===== src/rtl/debouncer_multi.sv =====
// Multi-channel debouncer: 2-flop sync, shared sample tick, N-sample accept.
// Optional typematic auto-repeat on oPress when DEBOUNCE_REPEAT_EN is defined.
`timescale 1ns/1ps
module debouncer_multi #(
  parameter int CHANNELS     = 4,
  parameter int TICK_DIV     = 12500,
  parameter int STABLE_CNT   = 4,
  parameter int ACTIVE_LOW   = 0,
  parameter int REPEAT_DELAY = 50,
  parameter int REPEAT_RATE  = 10
) (
  input  logic                iClk,
  input  logic                iRst,
  input  logic [CHANNELS-1:0] iButton,
  output logic [CHANNELS-1:0] oButton,
  output logic [CHANNELS-1:0] oPress,
  output logic [CHANNELS-1:0] oRelease,
  output logic                oAny,
  output logic                oTick
);

  localparam int DW = (TICK_DIV > 1) ? $clog2(TICK_DIV) : 1;
  localparam int CW = $clog2(STABLE_CNT + 1);
  localparam logic [DW-1:0] DIV_LAST = DW'(TICK_DIV - 1);
  localparam logic [CW-1:0] CNT_LAST = CW'(STABLE_CNT - 1);

  logic [CHANNELS-1:0] sync1_q, sync2_q;
  logic [CHANNELS-1:0] samp;
  logic [DW-1:0]       div_q, div_d;
  logic                tick;
  logic                tick_q;
  logic [CHANNELS-1:0][CW-1:0] cnt_q, cnt_d;
  logic [CHANNELS-1:0] btn_q, btn_d;
  logic [CHANNELS-1:0] press_q, press_d;
  logic [CHANNELS-1:0] rel_q, rel_d;
  logic [CHANNELS-1:0] acc_press;
  logic [CHANNELS-1:0] rpt_press;

  assign samp = sync2_q ^ {CHANNELS{ACTIVE_LOW != 0}};

  // Prescaler: wrap at TICK_DIV-1, tick on the last count
  always_comb begin
    tick  = (div_q == DIV_LAST);
    div_d = tick ? '0 : div_q + DW'(1);
  end

  // Stability counters: accept a change after STABLE_CNT differing ticks
  always_comb begin
    cnt_d     = cnt_q;
    btn_d     = btn_q;
    acc_press = '0;
    rel_d     = '0;
    if (tick) begin
      for (int i = 0; i < CHANNELS; i++) begin
        if (samp[i] == btn_q[i]) begin
          cnt_d[i] = '0;
        end else if (cnt_q[i] == CNT_LAST) begin
          btn_d[i]     = samp[i];
          cnt_d[i]     = '0;
          acc_press[i] = samp[i];
          rel_d[i]     = ~samp[i];
        end else begin
          cnt_d[i] = cnt_q[i] + CW'(1);
        end
      end
    end
  end

`ifdef DEBOUNCE_REPEAT_EN
  localparam int RMAX = (REPEAT_DELAY > REPEAT_RATE) ? REPEAT_DELAY
                                                     : REPEAT_RATE;
  localparam int RW = $clog2(RMAX + 1);
  localparam logic [RW-1:0] R_DLY  = RW'(REPEAT_DELAY);
  localparam logic [RW-1:0] R_RATE = RW'(REPEAT_RATE);

  logic [CHANNELS-1:0][RW-1:0] rep_q, rep_d;
  logic [CHANNELS-1:0]         arm_q, arm_d;
  logic [RW-1:0]               rep_nx;

  // Repeat timer: first pulse after REPEAT_DELAY ticks, then every REPEAT_RATE
  always_comb begin
    rep_d     = rep_q;
    arm_d     = arm_q;
    rpt_press = '0;
    rep_nx    = '0;
    for (int i = 0; i < CHANNELS; i++) begin
      rep_nx = rep_q[i] + RW'(1);
      if (!btn_q[i] || (btn_d[i] != btn_q[i])) begin
        rep_d[i] = '0;
        arm_d[i] = 1'b0;
      end else if (tick) begin
        if (rep_nx == (arm_q[i] ? R_RATE : R_DLY)) begin
          rpt_press[i] = 1'b1;
          rep_d[i]     = '0;
          arm_d[i]     = 1'b1;
        end else begin
          rep_d[i] = rep_nx;
        end
      end
    end
  end

  // Repeat state registers
  always_ff @(posedge iClk or negedge iRst) begin
    if (!iRst) begin
      rep_q <= '0;
      arm_q <= '0;
    end else begin
      rep_q <= rep_d;
      arm_q <= arm_d;
    end
  end
`else
  logic unused_repeat;
  assign unused_repeat = (REPEAT_DELAY + REPEAT_RATE) != 0;
  assign rpt_press     = '0;
`endif

  assign press_d = acc_press | rpt_press;

  // Main state: synchroniser, prescaler, counters and registered outputs
  always_ff @(posedge iClk or negedge iRst) begin
    if (!iRst) begin
      sync1_q <= '0;
      sync2_q <= '0;
      div_q   <= '0;
      tick_q  <= 1'b0;
      cnt_q   <= '0;
      btn_q   <= '0;
      press_q <= '0;
      rel_q   <= '0;
    end else begin
      sync1_q <= iButton;
      sync2_q <= sync1_q;
      div_q   <= div_d;
      tick_q  <= tick;
      cnt_q   <= cnt_d;
      btn_q   <= btn_d;
      press_q <= press_d;
      rel_q   <= rel_d;
    end
  end

  assign oButton  = btn_q;
  assign oPress   = press_q;
  assign oRelease = rel_q;
  assign oAny     = |btn_q;
  assign oTick    = tick_q;

endmodule


===== config.mk =====
export PLATFORM = sky130hd
export DESIGN_NAME = debouncer_multi
export DESIGN_NICKNAME = d
export VERILOG_FILES = /design/src/rtl/debouncer_multi.sv
export SDC_FILE = /design/constraint.sdc
export NUM_CORES = 1
export LEC_CHECK = 0
export CAP_MARGIN = 20
export CORE_MARGIN = 2
export CORE_UTILIZATION = 50
export CTS_CLUSTER_SIZE = 8
export DETAILED_ROUTE_END_ITERATION = 7
export GPL_TIMING_DRIVEN = 0
export PLACE_DENSITY = 0.74
export SYNTH_ARGS = -nofsm -noshare
export SYNTH_HDL_FRONTEND = slang
export SYNTH_SLANG_ARGS = --single-unit

===== constraint.sdc =====
create_clock -name iClk -period 1.88 [get_ports iClk]
set_clock_uncertainty 0.15 [all_clocks]
set_input_delay 0.376 -clock iClk [delete_from_list [all_inputs] [get_ports iClk]]
set_output_delay 0.376 -clock iClk [all_outputs]
set_load 0.01 [all_outputs]

==> results of run 1 <==
timing repair:
action,in CTS,in global routing
hold buffers,1,0
pin swaps,2,2
endpoints found under the hold margin,21,0
gates resized for setup,11,10
setup endpoints to repair,29,17
buffers inserted,5,10
power groups by stage:
stage / Combinational, mW / Clock [mW] / Sequential, mW
2_1_floorplan: 0.00975 / 0 / 1.04
4_1_cts: 0.0488 / 0.600 / 1.02
3_3_place_gp: 0.0393 / 0 / 1.04
6_report: 0.0470 / 0.580 / 1.02
5_1_grt: 0.0542 / 0.642 / 1.03
3_5_place_dp: 0.0475 / 0 / 1.05
final timing paths:
kind | start | endpoint | slack, ps | cells after the start
worst max-delay path | oButton[0] | oAny | 0.8 | 2
worst min-delay path | sync1_q[1] | samp[1] | 200 | 0
worst max register to register | div_q[0] | oButton[3] | 40 | 7
worst min register to register | sync1_q[1] | samp[1] | 200 | 0
max in group asynchronous | iRst | oButton[2] | 620 | 3
min in group asynchronous | iRst | div_q[4] | 430 | 2
through the flow:
stage | util, % | total power, mW | hold slack [ps] | std cells | setup TNS [ps]
5_1_grt | 67.1 | 1.72 | 222 | 250 | -232
3_3_place_gp | 59.9 | 1.08 | 183 | 225 | -40680
6_report | 67.1 | 1.65 | 204 | 250 | 0
4_1_cts | 64.1 | 1.67 | 206 | 240 | -7.57
3_5_place_dp | 60.5 | 1.09 | 186 | 226 | -1590
2_1_floorplan | - | 1.05 | -69.6 | 158 | 0
cell type report:
type	count	area, um2
Buffer	2	12.5
Sequential cell	47	1180
Inverter	1	11.3
Multi-Input combinational cell	108	791
Tap cell	48	60.1
Clock buffer	6	72.6
Fill cell	289	1220
Clock inverter	2	12.5
Timing Repair Buffer	36	353
state kept, by name, summed over array words and instances, names as in the netlist:
signal,flops
oTick,1
oButton,4
oPress,4
samp,4
sync1_q,4
div_q,14
cnt_q,12
oRelease,4
critical path, stage by stage (launching register included):
cell                      delay, ps
sky130_fd_sc_hd__dfrtp_1        390
sky130_fd_sc_hd__or4_1          510
sky130_fd_sc_hd__buf_2          150
cell families (layout without fill, tap and decap cells):
group | count (synthesis) | in the layout | share of synthesized area (%)
AOI/OAI and AO/OA | 12 | 12 | 3.99
xor gates and xnor gates | 14 | 14 | 6.21
muxes | 4 | 4 | 3.04
buffers and inverters | 3 | 47 | 1.01
and+or+nand+nor | 73 | 73 | 23.0
adders and majority gates | 5 | 5 | 3.17
DFF | 47 | 47 | 59.6
cell usage in the layout (no fill, tap or decap), types with 2 or more instances in the layout:
cell type	instances
sky130_fd_sc_hd__and2_1	5
sky130_fd_sc_hd__and3_1	2
sky130_fd_sc_hd__and4_1	2
sky130_fd_sc_hd__buf_2	2
sky130_fd_sc_hd__buf_4	11
sky130_fd_sc_hd__buf_6	5
sky130_fd_sc_hd__clkbuf_8	5
sky130_fd_sc_hd__clkdlybuf4s50_1	14
sky130_fd_sc_hd__dfrtp_1	44
sky130_fd_sc_hd__dfrtp_2	3
sky130_fd_sc_hd__dlymetal6s2s_1	2
sky130_fd_sc_hd__ha_1	4
sky130_fd_sc_hd__mux2_4	4
sky130_fd_sc_hd__nand2_1	20
sky130_fd_sc_hd__nand2_4	4
sky130_fd_sc_hd__nand3_1	7
sky130_fd_sc_hd__nand4_1	2
sky130_fd_sc_hd__nor2_1	13
sky130_fd_sc_hd__nor2b_1	5
sky130_fd_sc_hd__nor3b_1	8
sky130_fd_sc_hd__nor4b_4	2
sky130_fd_sc_hd__o21a_1	4
sky130_fd_sc_hd__o21ai_0	5
sky130_fd_sc_hd__xnor2_1	11
sky130_fd_sc_hd__xor2_1	3
routing by layer:
metal	vias to the layer above	GRT usage (%)	share of wire (%)
met1	635	24.9	45
met4	0	8.67	2.1
li1	619	-	-
met5	-	0	0
met2	22	29.8	50
met3	8	4.56	3.1
==> out/qor.json, run 1 <==
{
  "dpl.hpwl": {"value": 2.41, "unit": "mm"},
  "final_hold_viol_count": {"value": 0},
  "grt_pass1_vias": {"value": 1369},
  "die_width": {"value": 66.8, "unit": "um"},
  "clock_tree.root_cell": {"value": "sky130_fd_sc_hd__clkbuf_8"},
  "grt_antenna_before_repair": {"value": 0},
  "cts.reportedPaths.clkPinSlew": {"value": 80, "unit": "ps"},
  "seq_power_share": {"value": 62.0, "unit": "%"},
  "worstSetupEndpointType": {"value": "primary output"},
  "grt_pass1_wl": {"value": 6.17, "unit": "mm"},
  "clock_tree.htree_level_count": {"value": 2},
  "ios": {"value": 20},
  "worst_path_arrival_time": {"value": 1350, "unit": "ps"},
  "route.detailed.vias_per_inst": {"value": 5.14},
  "synth_top_flop_cell": {"value": "sky130_fd_sc_hd__dfrtp_1"},
  "netSwitchingPower": {"value": 0.353, "unit": "mW"},
  "first_pass_iters": {"value": 4},
  "area_growth_syn_to_layout": {"value": 26.2, "unit": "%"},
  "start_util": {"value": 53.1, "unit": "%"},
  "ys_seq_area_share": {"value": 59.6, "unit": "%"},
  "cts_buffers": {"value": 5},
  "post_layout_minimum_cycle_time": {"value": 1880, "unit": "ps"},
  "post_detailed_route_count_of_antenna_violating_nets": {"value": 0},
  "worst_slack": {"value": 0.778, "unit": "ps"},
  "combinational_fraction_of_design_power": {"value": 2.8, "unit": "%"},
  "gr-total-overflow": {"value": 0},
  "yosys.cell_types.count": {"value": 27},
  "netlist_top_cells_area": {"value": "sky130_fd_sc_hd__dfrtp_1 60%, sky130_fd_sc_hd__xnor2_1 4.9%, sky130_fd_sc_hd__nand2_1 3.8%, sky130_fd_sc_hd__ha_1 3.2%, sky130_fd_sc_hd__mux2_4 3.0%"},
  "grt_usage": {"value": 19.0, "unit": "%"},
  "cap_violations": {"value": 0},
  "synth_enable_flop_cells": {"value": 0},
  "route.vias.total": {"value": 1284},
  "route.final.wire_length": {"value": 3.65, "unit": "mm"},
  "max-clock-path-buffers": {"value": 2},
  "cp-start-kind": {"value": "register"},
  "power_leakage": {"value": 1.27, "unit": "nW"},
  "postSynthAreaPerCell": {"value": 12.5, "unit": "um2"},
  "clkPwrFrac": {"value": 35.1, "unit": "%"},
  "path_class": {"value": "register to primary output"},
  "synthesis.area": {"value": 0.00197, "unit": "mm2"},
  "tightest_slew": {"value": 535, "unit": "ps"},
  "grt_setup_unrepaired": {"value": "yes"},
  "design.core.area": {"value": 0.00372, "unit": "mm2"},
  "wire_per_inst": {"value": 14.6, "unit": "um"},
  "clk-insertion-delay-late": {"value": 290, "unit": "ps"},
  "post-route-cell-area": {"value": 0.00249, "unit": "mm2"},
  "async_reset_ff_share": {"value": 100, "unit": "%"},
  "headroom_to_the_max_slew_limit": {"value": 64.4, "unit": "%"},
  "synth.yosys.warnings": {"value": 0},
  "maxClockFrequency": {"value": 532, "unit": "MHz"},
  "synth.net_count": {"value": 169},
  "finalSetupViolCount": {"value": 0},
  "detailedRoute.firstIterationViolations": {"value": 76},
  "finalWeightedCongestion": {"value": 0.789},
  "clock_tree_from_tritoncts": {"value": "done"},
  "n_antenna_cell": {"value": 0},
  "numClockSinks": {"value": 47},
  "synth_top_area_share": {"value": 59.6, "unit": "%"},
  "drt_drc_violations_left": {"value": 0},
  "pin_count_of_the_biggest_net_entering_global_routing": {"value": 27},
  "vdd_drop_max": {"value": 0.000546, "unit": "V"},
  "hp-class": {"value": "register to register"},
  "crit_fanout": {"value": 2},
  "share_of_post_route_cells_with_drive_strength_above_1": {"value": 21.3, "unit": "%"},
  "worst-endpoint-required": {"value": 1350, "unit": "ps"},
  "final_max_slew_viol_count": {"value": 0},
  "synthTopCellsByCount": {"value": "47 x sky130_fd_sc_hd__dfrtp_1, 20 x sky130_fd_sc_hd__nand2_1, 13 x sky130_fd_sc_hd__nor2_1"},
  "outcome": {"value": "completed"},
  "num_rows": {"value": 22},
  "period_share": {"value": 100, "unit": "%"},
  "yosys.cell_count.top_type": {"value": "sky130_fd_sc_hd__dfrtp_1"},
  "synth_seq_cells": {"value": 47},
  "finish.net_count": {"value": 212},
  "design.die.area": {"value": 0.00447, "unit": "mm2"},
  "internal-power": {"value": 1.30, "unit": "mW"},
  "p_per_area": {"value": 663, "unit": "mW/mm2"},
  "pre_cts_ws": {"value": -135, "unit": "ps"},
  "power.share.switching": {"value": 21.4, "unit": "%"},
  "die_y": {"value": 66.8, "unit": "um"},
  "placedInstanceArea": {"value": 0.00225, "unit": "mm2"},
  "post_synth_inst_count": {"value": 158},
  "io_buffer_count": {"value": 19},
  "yosys.area.top_type": {"value": "sky130_fd_sc_hd__dfrtp_1"}
}
No activity file was read; power rests on OpenSTA's default activity.
==> run 2: changes to the inputs <==
Settings changed: CORE_MARGIN 2 to 4.
==> run 2 against run 1 <==
  * The run now ends with setup timing left
  * Cell area down 2.5%
  * Utilization is 2.2 points lower
  * Combinational power decreased by 4%
  * Via count increased by 0.16%
  * Cell count down 2.4%
  * Clock-buffer cell count is the same
  * Sequential share of layout area grew 1.3 points
  * Critical path depth is the same
  * Global-route usage down 3.7 points
  * Largest power group unchanged
  * Highest routed layer unchanged
==> out/qor.json, run 2 (synthesis results as in run 1) <==
{
  "finish.net_count": {"value": 206},
  "cp.depth": {"value": 2},
  "area_growth_syn_to_layout": {"value": 23.1, "unit": "%"},
  "cts.reportedPaths.clkPinSlew": {"value": 80, "unit": "ps"},
  "timing.rr.start": {"value": "div_q[3]"},
  "post_detailed_route_count_of_antenna_violating_nets": {"value": 0},
  "io_buffer_count": {"value": 19},
  "period_share": {"value": 102, "unit": "%"},
  "numClockSinks": {"value": 47},
  "clk-insertion-delay-late": {"value": 300, "unit": "ps"},
  "pre_cts_ws": {"value": -110, "unit": "ps"},
  "design.core.area": {"value": 0.00374, "unit": "mm2"},
  "worst_hold_startpoint": {"value": "sync1_q[1]"},
  "crit_chain": {"value": "or4_4, buf_6"},
  "whs": {"value": 203, "unit": "ps"},
  "grt_setup_unrepaired": {"value": "yes"},
  "worst_path_largest_cell_delay": {"value": 540, "unit": "ps"},
  "hp-class": {"value": "register to register"},
  "ff2ff_setup_slack": {"value": 60, "unit": "ps"},
  "clock_tree.htree_level_count": {"value": 2},
  "wire_per_inst": {"value": 14.5, "unit": "um"},
  "area.sequential": {"value": 0.00118, "unit": "mm2"},
  "ios": {"value": 20},
  "grt_pass1_wl": {"value": 5.93, "unit": "mm"},
  "use_met2": {"value": 24.2, "unit": "%"},
  "grt_pass1_vias": {"value": 1311},
  "clock_tree_from_tritoncts": {"value": "done"},
  "critical-path-top-delay-family": {"value": "simple AND/OR/NAND/NOR gates"},
  "design.die.area": {"value": 0.00502, "unit": "mm2"},
  "n_antenna_cell": {"value": 0},
  "filler_cell_count": {"value": 278},
  "post_layout_minimum_cycle_time": {"value": 1920, "unit": "ps"},
  "grt_usage": {"value": 15.2, "unit": "%"},
  "cap_violations": {"value": 0},
  "grt_antenna_before_repair": {"value": 0},
  "tightest_slew": {"value": 318, "unit": "ps"},
  "die_width": {"value": 70.8, "unit": "um"},
  "mostFrequentLayoutCells": {"value": "42 x sky130_fd_sc_hd__dfrtp_1, 20 x sky130_fd_sc_hd__nand2_1, 15 x sky130_fd_sc_hd__clkdlybuf4s50_1"},
  "share_of_post_route_cells_with_drive_strength_above_1": {"value": 20.4, "unit": "%"},
  "grt_util_met1": {"value": 19.4, "unit": "%"},
  "hold-path-endpoint": {"value": "samp[1]"},
  "hold-path-cell-count": {"value": 0},
  "headroom_to_the_max_slew_limit": {"value": 78.7, "unit": "%"},
  "cp.buffers_inverters": {"value": 1},
  "finalSetupViolCount": {"value": 1},
  "critical_path.reg2reg.endpoint": {"value": "oButton[2]"},
  "footprint_of_the_multi_input_gates": {"value": 795, "unit": "um2"},
  "largest_registers": {"value": "div_q: 14 flops, cnt_q: 12 flops"},
  "cts_buffers": {"value": 5},
  "pin_count_of_the_biggest_net_entering_global_routing": {"value": 45},
  "num_rows": {"value": 22},
  "final_hold_viol_count": {"value": 0},
  "route.vias.total": {"value": 1286},
  "first_pass_iters": {"value": 4},
  "grt-busiest-layer": {"value": "met2"},
  "detailedRoute.firstIterationViolations": {"value": 68},
  "drt_drc_violations_left": {"value": 0},
  "final_max_slew_viol_count": {"value": 0},
  "grt_met3_usage": {"value": 5.54, "unit": "%"},
  "finalWeightedCongestion": {"value": 0.787},
  "gr-total-overflow": {"value": 0},
  "worst-endpoint-required": {"value": 1350, "unit": "ps"},
  "registers.top_by_ff_count": {"value": "div_q"},
  "dpl.hpwl": {"value": 2.38, "unit": "mm"},
  "outcome": {"value": "complete, but fails checks"},
  "critical_path_s_slowest_cell": {"value": "sky130_fd_sc_hd__or4_4"},
  "power_leakage": {"value": 1.21, "unit": "nW"},
  "worst_path_arrival_time": {"value": 1390, "unit": "ps"},
  "maxClockFrequency": {"value": 521, "unit": "MHz"},
  "reg2reg_depth": {"value": 5},
  "clock_tree.root_cell": {"value": "sky130_fd_sc_hd__clkbuf_8"},
  "violated_checks": {"value": "setup timing"},
  "start_util": {"value": 52.7, "unit": "%"},
  "p_per_area": {"value": 678, "unit": "mW/mm2"},
  "largest_reg_flops": {"value": 14},
  "route.detailed.vias_per_inst": {"value": 5.27},
  "vdd_drop_max": {"value": 0.000557, "unit": "V"},
  "route.final.wire_length": {"value": 3.54, "unit": "mm"},
  "layout_commonest_cell": {"value": "sky130_fd_sc_hd__dfrtp_1"},
  "worstSetupEndpointType": {"value": "primary output"},
  "crit_fanout": {"value": 2},
  "cp-start-kind": {"value": "register"},
  "die_y": {"value": 70.8, "unit": "um"},
  "max-clock-path-buffers": {"value": 2},
  "worst_slack": {"value": -39.6, "unit": "ps"},
  "path_class": {"value": "register to primary output"}
}
run 2: cell types whose count changed in the layout (fill, tap and decap cells not counted), sizes merged:
cell           delta
clkdlybuf4s50     +1
inv               +1
dlymetal6s2s      -1
clkbuf            -1
buf               -6
run 2: stage by stage:
step / utilization (%) / total power [mW] / setup TNS (ps) / cell area [um2] / std cells
after global placement: 59.4 / 1.08 / -39610 / 2220 / 225
after global routing: 64.9 / 1.72 / -93.1 / 2430 / 244
final: 64.9 / 1.65 / -39.6 / 2430 / 244
after floorplan: - / 1.05 / 0 / 1970 / 158
after detailed placement: 59.8 / 1.09 / -1070 / 2240 / 226
after CTS: 63.2 / 1.66 / -48.3 / 2370 / 239
run 2: worst max path at each step:
stage          startpoint  slack [ps]         end
3_3_place_gp         iRst        -840    div_q[9]
4_1_cts        oButton[0]         -50        oAny
6_report       oButton[0]         -40        oAny
3_5_place_dp   oButton[0]        -110        oAny
5_1_grt        oButton[1]         -80        oAny
2_1_floorplan    div_q[0]         130  oButton[0]
run 2: final cells by class:
| type | instances | area share [%] |
|---|---|---|
| Multi-Input combinational cell | 108 | 32.7 |
| Timing Repair inverter | 1 | 0.257 |
| Sequential cell | 47 | 48.7 |
| Inverter | 1 | 0.463 |
| Clock buffer | 6 | 2.99 |
| Clock inverter | 2 | 0.515 |
| Timing Repair Buffer | 29 | 11.4 |
| Tap cell | 48 | 2.47 |
| Buffer | 2 | 0.515 |
run 2: where the power goes:
part / internal [mW] / leakage, nW / switching, mW / total, mW
combinational: 0.0191 / 0.549 / 0.0260 / 0.0451
clock: 0.260 / 0.0412 / 0.318 / 0.578
sequential: 1.02 / 0.615 / 0.00624 / 1.02
total: 1.30 / 1.21 / 0.351 / 1.65
run 2: worst reg2reg max path: cells and delay by family, from the launching register on:
kind,cells,cell delay (ps)
buf+inv,1,150
mux,1,300
simple gates,3,650
flops,1,460
run 2: timing repair:
action / in CTS / in global routing
hold buffers: 1 / 0
setup buffers: 4 / 4
hold endpoints to repair: 47 / 0
gates cloned: 0 / 1
pin swaps: 1 / 2
gates resized for setup: 10 / 9
setup endpoints to repair: 23 / 18
run 2: per-layer routing:
| layer | part of all wire, % | up-vias |
|---|---|---|
| met5 | 0 | - |
| met4 | 1.2 | 0 |
| met3 | 5.2 | 6 |
| met2 | 52 | 27 |
| met1 | 42 | 645 |
| li1 | - | 608 |
==> run 3: changes to the inputs <==
Settings changed: SLEW_MARGIN set to 10.
==> run 3 against run 2 <==
  * The run still ends with setup timing left
  * Critical path depth is the same
  * Cell area fell by 1.4%
  * Largest cell class unchanged
  * Largest power group unchanged
  * Combinational power hardly changed
  * Register-to-register slack is essentially flat
  * Sequential share of layout area grew 0.53 points
  * Die area stayed put
  * Worst setup slack improved by 35 ps
  * Non-clock buffer count is 3 lower
  * Critical path type unchanged
==> out/qor.json, run 3 (synthesis results as in run 1) <==
{
  "period_share": {"value": 100, "unit": "%"},
  "layout_commonest_cell": {"value": "sky130_fd_sc_hd__dfrtp_1"},
  "cts.reportedPaths.clkPinSlew": {"value": 90, "unit": "ps"},
  "die_y": {"value": 70.8, "unit": "um"},
  "critical-path-top-delay-family": {"value": "simple AND/OR/NAND/NOR gates"},
  "numClockSinks": {"value": 47},
  "grt_antenna_before_repair": {"value": 0},
  "clock_tree.root_cell": {"value": "sky130_fd_sc_hd__clkbuf_8"},
  "wire_per_inst": {"value": 14.2, "unit": "um"},
  "tightest_slew": {"value": 365, "unit": "ps"},
  "detailedRoute.firstIterationViolations": {"value": 69},
  "ff2ff_setup_slack": {"value": 70, "unit": "ps"},
  "finalWeightedCongestion": {"value": 0.787},
  "post_layout_minimum_cycle_time": {"value": 1880, "unit": "ps"},
  "share_of_post_route_cells_with_drive_strength_above_1": {"value": 17.6, "unit": "%"},
  "power.total": {"value": 1.68, "unit": "mW"},
  "area_growth_syn_to_layout": {"value": 21.4, "unit": "%"},
  "worst_path_arrival_time": {"value": 1360, "unit": "ps"},
  "critical_path_s_slowest_cell": {"value": "sky130_fd_sc_hd__or4_1"},
  "vdd_drop_max": {"value": 0.000481, "unit": "V"},
  "cts_buffers": {"value": 5},
  "drt_drc_violations_left": {"value": 0},
  "design.die.area": {"value": 0.00502, "unit": "mm2"},
  "violated_checks": {"value": "setup timing"},
  "power_leakage": {"value": 1.20, "unit": "nW"},
  "headroom_to_the_max_slew_limit": {"value": 75.7, "unit": "%"},
  "mostFrequentLayoutCells": {"value": "45 x sky130_fd_sc_hd__dfrtp_1, 20 x sky130_fd_sc_hd__nand2_1, 14 x sky130_fd_sc_hd__clkdlybuf4s50_1"},
  "route.vias.total": {"value": 1268},
  "ios": {"value": 20},
  "finalSetupViolCount": {"value": 1},
  "clock_tree.htree_level_count": {"value": 2},
  "maxClockFrequency": {"value": 531, "unit": "MHz"},
  "grt_usage": {"value": 15.3, "unit": "%"},
  "grt_pass1_wl": {"value": 5.92, "unit": "mm"},
  "filler_cell_count": {"value": 286},
  "route.final.wire_length": {"value": 3.41, "unit": "mm"},
  "reg2reg_depth": {"value": 6},
  "outcome": {"value": "complete, but fails checks"},
  "grt_setup_unrepaired": {"value": "yes"},
  "final_max_slew_viol_count": {"value": 0},
  "dpl.hpwl": {"value": 2.36, "unit": "mm"},
  "final_cells": {"value": 241},
  "crit_chain": {"value": "or4_1, buf_2"},
  "design.core.area": {"value": 0.00374, "unit": "mm2"},
  "p_per_area": {"value": 700, "unit": "mW/mm2"},
  "start_util": {"value": 52.7, "unit": "%"},
  "first_pass_iters": {"value": 4},
  "clk-insertion-delay-late": {"value": 310, "unit": "ps"},
  "clock_tree_from_tritoncts": {"value": "done"},
  "crit_fanout": {"value": 2},
  "tns": {"value": -4.73, "unit": "ps"},
  "worst-endpoint-required": {"value": 1350, "unit": "ps"},
  "worst_slack": {"value": -4.73, "unit": "ps"},
  "max-clock-path-buffers": {"value": 2},
  "die_width": {"value": 70.8, "unit": "um"},
  "grt_pass1_vias": {"value": 1283},
  "hp-class": {"value": "register to register"},
  "post_detailed_route_count_of_antenna_violating_nets": {"value": 0},
  "worstSetupEndpointType": {"value": "primary output"},
  "largest_reg_flops": {"value": 14},
  "gr-total-overflow": {"value": 0},
  "n_antenna_cell": {"value": 0},
  "whs": {"value": 204, "unit": "ps"},
  "cp.depth": {"value": 2},
  "cp-start-kind": {"value": "register"},
  "pin_count_of_the_biggest_net_entering_global_routing": {"value": 33},
  "registers.top_by_ff_count": {"value": "div_q"},
  "num_rows": {"value": 22},
  "route.detailed.vias_per_inst": {"value": 5.26},
  "cp.buffers_inverters": {"value": 1},
  "final_hold_viol_count": {"value": 0},
  "cap_violations": {"value": 0},
  "post-place-cells": {"value": 226},
  "hold-path-cell-count": {"value": 0},
  "io_buffer_count": {"value": 19},
  "largest_registers": {"value": "div_q: 14 flops, cnt_q: 12 flops"},
  "worst_path_largest_cell_delay": {"value": 500, "unit": "ps"},
  "path_class": {"value": "register to primary output"},
  "finish.net_count": {"value": 203}
}
==> run 3: cell count changes in the layout (fill, tap and decap cells not counted), sizes merged <==
cell	before	now
clkinvlp	1	2
clkbuf	6	5
buf	13	10
clkdlybuf4s50	15	14
dlygate4sd2	1	2
==> run 3: layout make-up <==
cell class | instances | area, um2 | share of cell area, %
flip-flops and latches | 47 | 1180 | 49.2
multi-input cells | 108 | 791 | 33.0
repair buffers | 26 | 248 | 10.3
clock buffers | 5 | 68.8 | 2.87
well taps | 48 | 60.1 | 2.51
clock inverters | 3 | 20.0 | 0.836
plain buffers | 2 | 12.5 | 0.522
inverters | 1 | 11.3 | 0.470
repair inverters | 1 | 6.26 | 0.261
==> run 3: worst paths after layout <==
check | endpoint | startpoint
max | oAny | oButton[0]
min | samp[1] | sync1_q[1]
max reg2reg | oButton[2] | div_q[0]
min reg2reg | samp[1] | sync1_q[1]
max in group asynchronous | oButton[3] | iRst
min in group asynchronous | oRelease[0] | iRst
==> run 3: stage by stage <==
step | cell area, um2 | setup WS, ps | utilization (%)
2_1_floorplan | 1970 | 126 | -
3_3_place_gp | 2220 | -837 | 59.4
3_5_place_dp | 2240 | -84.5 | 59.8
4_1_cts | 2370 | -6.31 | 63.3
5_1_grt | 2400 | -83.5 | 64.0
6_report | 2400 | -4.73 | 64.0
==> run 3: metal layers <==
metal | GRT usage [%] | routed length [um] | share of wire [%]
met5 | 0 | 0 | 0
met4 | 8.56 | 59 | 1.7
met3 | 3.55 | 131 | 3.8
met2 | 23.1 | 1640 | 48
met1 | 20.3 | 1580 | 46
==> run 3: what timing repair did <==
| action | in CTS | in global routing |
|---|---|---|
| setup endpoints to repair | 22 | 12 |
| resized for setup | 11 | 3 |
| endpoints found under the hold margin | 15 | 0 |
| buffers inserted | 4 | 1 |
| hold buffers | 1 | 0 |
| pin swaps | 2 | 1 |
| cloned | 0 | 1 |
==> run 3: power breakdown <==
group / internal [mW] / leakage, nW / switching, mW / total [mW]
Clock: 0.259 / 0.0402 / 0.348 / 0.607
Sequential: 1.02 / 0.621 / 0.00636 / 1.02
Combinational: 0.0189 / 0.540 / 0.0264 / 0.0453
==> run 3: worst reg2reg max path, delay by kind of cell, from the launching register on <==
kind,cells,cell delay [ps]
buffers and inverters,1,140
AND/OR/NAND/NOR,3,530
multiplexers,1,300
adder cells (fa/ha/maj),1,180
flip-flops,1,410
